--- src/rtl/cic_vco_diff_mc.sv ---
// Multi-channel differential CIC decimator for VCO-based ADC front ends.
// Per channel: modular phase difference p-m, ORDER pipelined integrators, shared decimation, ORDER combs.
module cic_vco_diff_mc #(
    parameter int BW     = 6,
    parameter int ORDER  = 3,
    parameter int R_LOG2 = 3,
    parameter int CH     = 2,
    localparam int OW    = BW + 1 + ORDER * R_LOG2
) (
    input  logic               CLK,
    input  logic               RES,
    input  logic               ENABLE,
    input  logic [CH*BW-1:0]   IN_P,
    input  logic [CH*BW-1:0]   IN_M,
    output logic [CH*OW-1:0]   OUT,
    output logic               OUT_VALID
);

    localparam int SW = $clog2(ORDER + 1);
    localparam logic [R_LOG2-1:0] CNT_MAX    = {R_LOG2{1'b1}};
    localparam logic [SW-1:0]     SETTLE_MAX = SW'(ORDER);

    logic                r_primed;
    logic [R_LOG2-1:0]   r_dec_cnt;
    logic [SW-1:0]       r_settle;
    logic                r_valid;
    logic [CH*OW-1:0]    r_out;
    logic [BW-1:0]       r_prev_p [CH];
    logic [BW-1:0]       r_prev_m [CH];
    logic [OW-1:0]       r_integ  [CH][ORDER];
    logic [OW-1:0]       r_z      [CH][ORDER];

    logic [OW-1:0]       w_diff   [CH];
    logic [OW-1:0]       w_stage  [CH][ORDER];
    logic [OW-1:0]       w_comb   [CH];
    logic                w_dec;

    // Modular first difference and combinational comb chain per channel
    always_comb begin
        for (int c = 0; c < CH; c++) begin
            logic [BW-1:0] v_dp;
            logic [BW-1:0] v_dm;
            logic [BW:0]   v_d;
            logic [OW-1:0] v_acc;
            v_dp = IN_P[c*BW +: BW] - r_prev_p[c];
            v_dm = IN_M[c*BW +: BW] - r_prev_m[c];
            v_d  = {1'b0, v_dp} - {1'b0, v_dm};
            if (r_primed) begin
                w_diff[c] = {{(OW-BW-1){v_d[BW]}}, v_d};
            end else begin
                w_diff[c] = '0;
            end
            v_acc = r_integ[c][ORDER-1];
            for (int k = 0; k < ORDER; k++) begin
                w_stage[c][k] = v_acc;
                v_acc = v_acc - r_z[c][k];
            end
            w_comb[c] = v_acc;
        end
    end

    assign w_dec = r_primed & (r_dec_cnt == CNT_MAX);

    // Datapath, decimation control and output registers
    always_ff @(posedge CLK or negedge RES) begin
        if (!RES) begin
            r_primed  <= 1'b0;
            r_dec_cnt <= '0;
            r_settle  <= '0;
            r_valid   <= 1'b0;
            r_out     <= '0;
            for (int c = 0; c < CH; c++) begin
                r_prev_p[c] <= '0;
                r_prev_m[c] <= '0;
                for (int k = 0; k < ORDER; k++) begin
                    r_integ[c][k] <= '0;
                    r_z[c][k]     <= '0;
                end
            end
        end else if (ENABLE) begin
            r_primed <= 1'b1;
            if (r_primed) begin
                r_dec_cnt <= r_dec_cnt + R_LOG2'(1);
            end else begin
                r_dec_cnt <= r_dec_cnt;
            end
            for (int c = 0; c < CH; c++) begin
                r_prev_p[c]   <= IN_P[c*BW +: BW];
                r_prev_m[c]   <= IN_M[c*BW +: BW];
                r_integ[c][0] <= r_integ[c][0] + w_diff[c];
                for (int k = 1; k < ORDER; k++) begin
                    r_integ[c][k] <= r_integ[c][k] + r_integ[c][k-1];
                end
            end
            if (w_dec) begin
                for (int c = 0; c < CH; c++) begin
                    r_out[c*OW +: OW] <= w_comb[c];
                    for (int k = 0; k < ORDER; k++) begin
                        r_z[c][k] <= w_stage[c][k];
                    end
                end
                // Early results are flushed through OUT silently until the combs hold real history
                if (r_settle == SETTLE_MAX) begin
                    r_valid <= 1'b1;
                end else begin
                    r_settle <= r_settle + SW'(1);
                    r_valid  <= 1'b0;
                end
            end else begin
                r_valid <= 1'b0;
            end
        end
    end

    assign OUT       = r_out;
    assign OUT_VALID = r_valid & ENABLE;

endmodule

--- config.mk ---
export PLATFORM = sky130hd
export DESIGN_NAME = cic_vco_diff_mc
export DESIGN_NICKNAME = d
export VERILOG_FILES = /design/src/rtl/cic_vco_diff_mc.sv
export SDC_FILE = /design/constraint.sdc
export NUM_CORES = 1
export LEC_CHECK = 0
export ABC_AREA = 0
export BUFFER_PORTS_ARGS = -buffer_cell sky130_fd_sc_hd__buf_2
export CAP_MARGIN = 20
export CORE_ASPECT_RATIO = 0.7
export CORE_MARGIN = 8
export CORE_UTILIZATION = 25
export DETAILED_ROUTE_END_ITERATION = 8
export PLACE_DENSITY = 0.51
export SETUP_SLACK_MARGIN = 0.15
export SYNTH_ARGS = -nofsm -noshare
export SYNTH_HDL_FRONTEND = slang
export SYNTH_SLANG_ARGS = --single-unit
--- constraint.sdc ---
create_clock -name CLK -period 6.5 [get_ports CLK]
set_input_delay 0.325 -clock CLK [delete_from_list [all_inputs] [get_ports CLK]]
set_output_delay 0.325 -clock CLK [all_outputs]
set_load 0.01 [all_outputs]
==> flow_summary.toml <==
[run_status]
status = "complete, no violations"

[grt]
grt_overflow = 0
antenna_found_initial = 1
grt_pass1_wl_um = 68100
grt_max_degree = 153
grt_pass1_vias = 14100
track_usage_pct = 9.44

[drt]
wl_per_cell_um = 12.7
num_vias = 14117
drt_wl_total_um = 39400
drt_iter0_drc = 621
detail-route-antenna-nets = 0
route.detailed.drc = 0
detail_route.first_pass.iterations = 4
vias_per_cell = 4.56

[yosys]
syn-num-nets = 2299
syn_area_um2 = 18500
synth_top_area_cell = "dfrtp_1"
synth_edf_count = 0
synth_ff_type = "dfrtp_1"
ys_async_sr_fraction_pct = 100
yosysSeqAreaShare_pct = 34.5
yosysTopAreaCellShare_pct = 34.5
yosys-top-cells-area = "dfrtp_1 (34%), ha_1 (15%), nand2_1 (5.1%)"
ys_types = 70
yosysMostFrequentCell = "dfrtp_1"
yosys_warnings = 0
postSynthAreaPerCell_um2 = 9.08
syn_inst = 2039
ys_seq_elements = 255
ys_top_cells_by_count = "dfrtp_1 (255), nand2_1 (251), ha_1 (215)"

[setup_path]
cp.buffers_inverters = 1
crit_slowest_cell = "fa_1"
critical_path.most_common_cell = "ha_1"
r2r-start = "r_integ[48]"
reg2reg_depth = 26
critical_path_depth = 26
critPathKind = "reg2reg"
r2r_setup_slack_ns = 1.28
crit_required_ns = 6.89
critPathCaptureType = "register"
endpoint = "OUT[15]"
crit_start = "r_integ[48]"
timing.rr.end = "OUT[15]"
worstPathMaxFanout = 5
cp_top_family = "compound AO/OA/AOI/OAI gates"
cp-start-kind = "register"
slowest_delay_ns = 0.42
critPathArrivalTime_ns = 5.61

[placement]
dp_hpwl_um = 28000
gp_routability_congestion = 0.777
port_buffers = 59

[cells_and_area]
synthToLayoutAreaGrowth_pct = 14.1
ff_latch_area_um2 = 6380
multi_input_area_um2 = 11300
antenna_cells = 0
nNetsFinal = 2355
drive_above_1_share_pct = 10.8
fillers = 7741

[clock_network]
cts_tree = "done"
h-tree-depth = 2
cts_made_buffers = 34
clock_sinks = 255
cts_post_setup_buffers_inserted = 0
path_clk_slew_ns = 0.06
clockBufferDepth = 3
cts_resized = 0
clkLatencyLatePin_ns = 0.53
clock-root-buffer = "clkbuf_16"

[floorplanning]
die_x_um = 341
core-area_um2 = 73300
rows = 83
start_util_pct = 25.3
die_h_um = 244
die-area_um2 = 83200
pin_count = 60

[sta]
finalHoldViolCount = 0
setup-tns-final_ns = 0
fin_crit_sh_pct = 80.3
setup_viol = 0
skew_ns = 0.0203
fmax_ghz = 0.192
worstMarginPinSlew_ns = 0.960
rsz0062_at_grt = "no"
report.final.slew_viol_count = 0
layout_min_cycle_time_ns = 5.22
slew_headroom_pct = 36.0

[hold_path]
hp-class = "in2reg"

[flow_run]
cap_violations = 0
cell usage in the layout, fill, tap and decap left out, types with 9 or more instances in the layout:
| cell type | instances |
|---|---|
| a211oi_1 | 10 |
| a21o_1 | 67 |
| a21oi_1 | 116 |
| a31oi_1 | 17 |
| and2_1 | 11 |
| and3_1 | 11 |
| buf_2 | 57 |
| clkbuf_16 | 35 |
| dfrtp_1 | 255 |
| fa_1 | 18 |
| ha_1 | 215 |
| inv_1 | 189 |
| mux2_2 | 72 |
| nand2_1 | 251 |
| nand2b_1 | 10 |
| nand3_1 | 21 |
| nand4_1 | 12 |
| nor2_1 | 86 |
| nor2b_1 | 28 |
| nor3_1 | 41 |
| o21a_1 | 22 |
| o21ai_0 | 184 |
| o21ai_1 | 16 |
| o21bai_1 | 9 |
| o31ai_1 | 15 |
| or2_2 | 10 |
| or3_1 | 19 |
| xnor2_1 | 106 |
| xor2_1 | 49 |
per-layer routing:
metal | GRT usage, % | share of wire [%]
met5 | 0 | 0.033
met2 | 15.5 | 45
met4 | 2.31 | 1.9
met3 | 1.78 | 3.0
met1 | 12.8 | 50
flip-flops by register name, summed over array words and instances (netlist names):
signal,count
r_integ,96
r_z,96
OUT,32
r_prev_m,12
r_prev_p,12
r_dec_cnt,3
r_settle,2
r_primed,1
r_valid,1
metrics by stage:
stage / hold WS (ns) / worst slack (ns) / utilization [%] / cell area [µm²] / cells
6_report: 0.0381 / 1.28 / 28.8 / 21100 / 3096
3_5_place_dp: 0.446 / 1.27 / 27.2 / 19900 / 3030
2_1_floorplan: 0.0294 / 1.85 / - / 18500 / 2039
3_3_place_gp: 0.434 / 1.24 / 27.2 / 19900 / 3030
5_1_grt: 0.0202 / 0.756 / 28.8 / 21100 / 3096
4_1_cts: 0.00635 / 1.24 / 28.8 / 21100 / 3095
worst min path at each step:
stage | start | to | slack (ns) | cells past startpoint
global placement | RES | r_prev_p[4] | 0.43 | 1
global route | IN_M[8] | r_prev_m[2] | 0.02 | 3
CTS | IN_M[8] | r_prev_m[2] | 0.006 | 3
floorplan | RES | OUT[0] | 0.03 | 0
finish | IN_M[8] | r_prev_m[2] | 0.04 | 3
detailed placement | RES | r_prev_p[5] | 0.45 | 1
kinds of logic after synthesis:
| family | after synthesis | share of synthesized area (%) |
|---|---|---|
| flip-flops | 255 | 34.5 |
| XOR/XNOR | 157 | 7.54 |
| multiplexers | 77 | 4.65 |
| adder cells (fa/ha/maj) | 233 | 16.5 |
| buffers and inverters | 242 | 4.90 |
| AO/OA/AOI/OAI | 543 | 18.7 |
| AND/OR/NAND/NOR | 532 | 13.3 |
tightest hold or removal path, stage by stage:
cell,delay [ns]
buf_2,0.09
nand2_1,0.04
o21ai_0,0.06
repair_timing:
action / in CTS / in global routing
endpoints found under the hold margin: 107 / 0
endpoints found under the setup margin: 0 / 0
hold buffers: 5 / 0
layout make-up:
class,instances,area share [%]
multi-input combinational,1542,53.2
sequential,255,30.2
tap,977,5.78
clock buffer,47,4.64
inverter,190,3.37
timing repair buffer,72,2.13
clock inverter,13,0.669
Power is not shown: default switching activity piles up to over one toggle a cycle in this logic, so the estimate is an artifact.
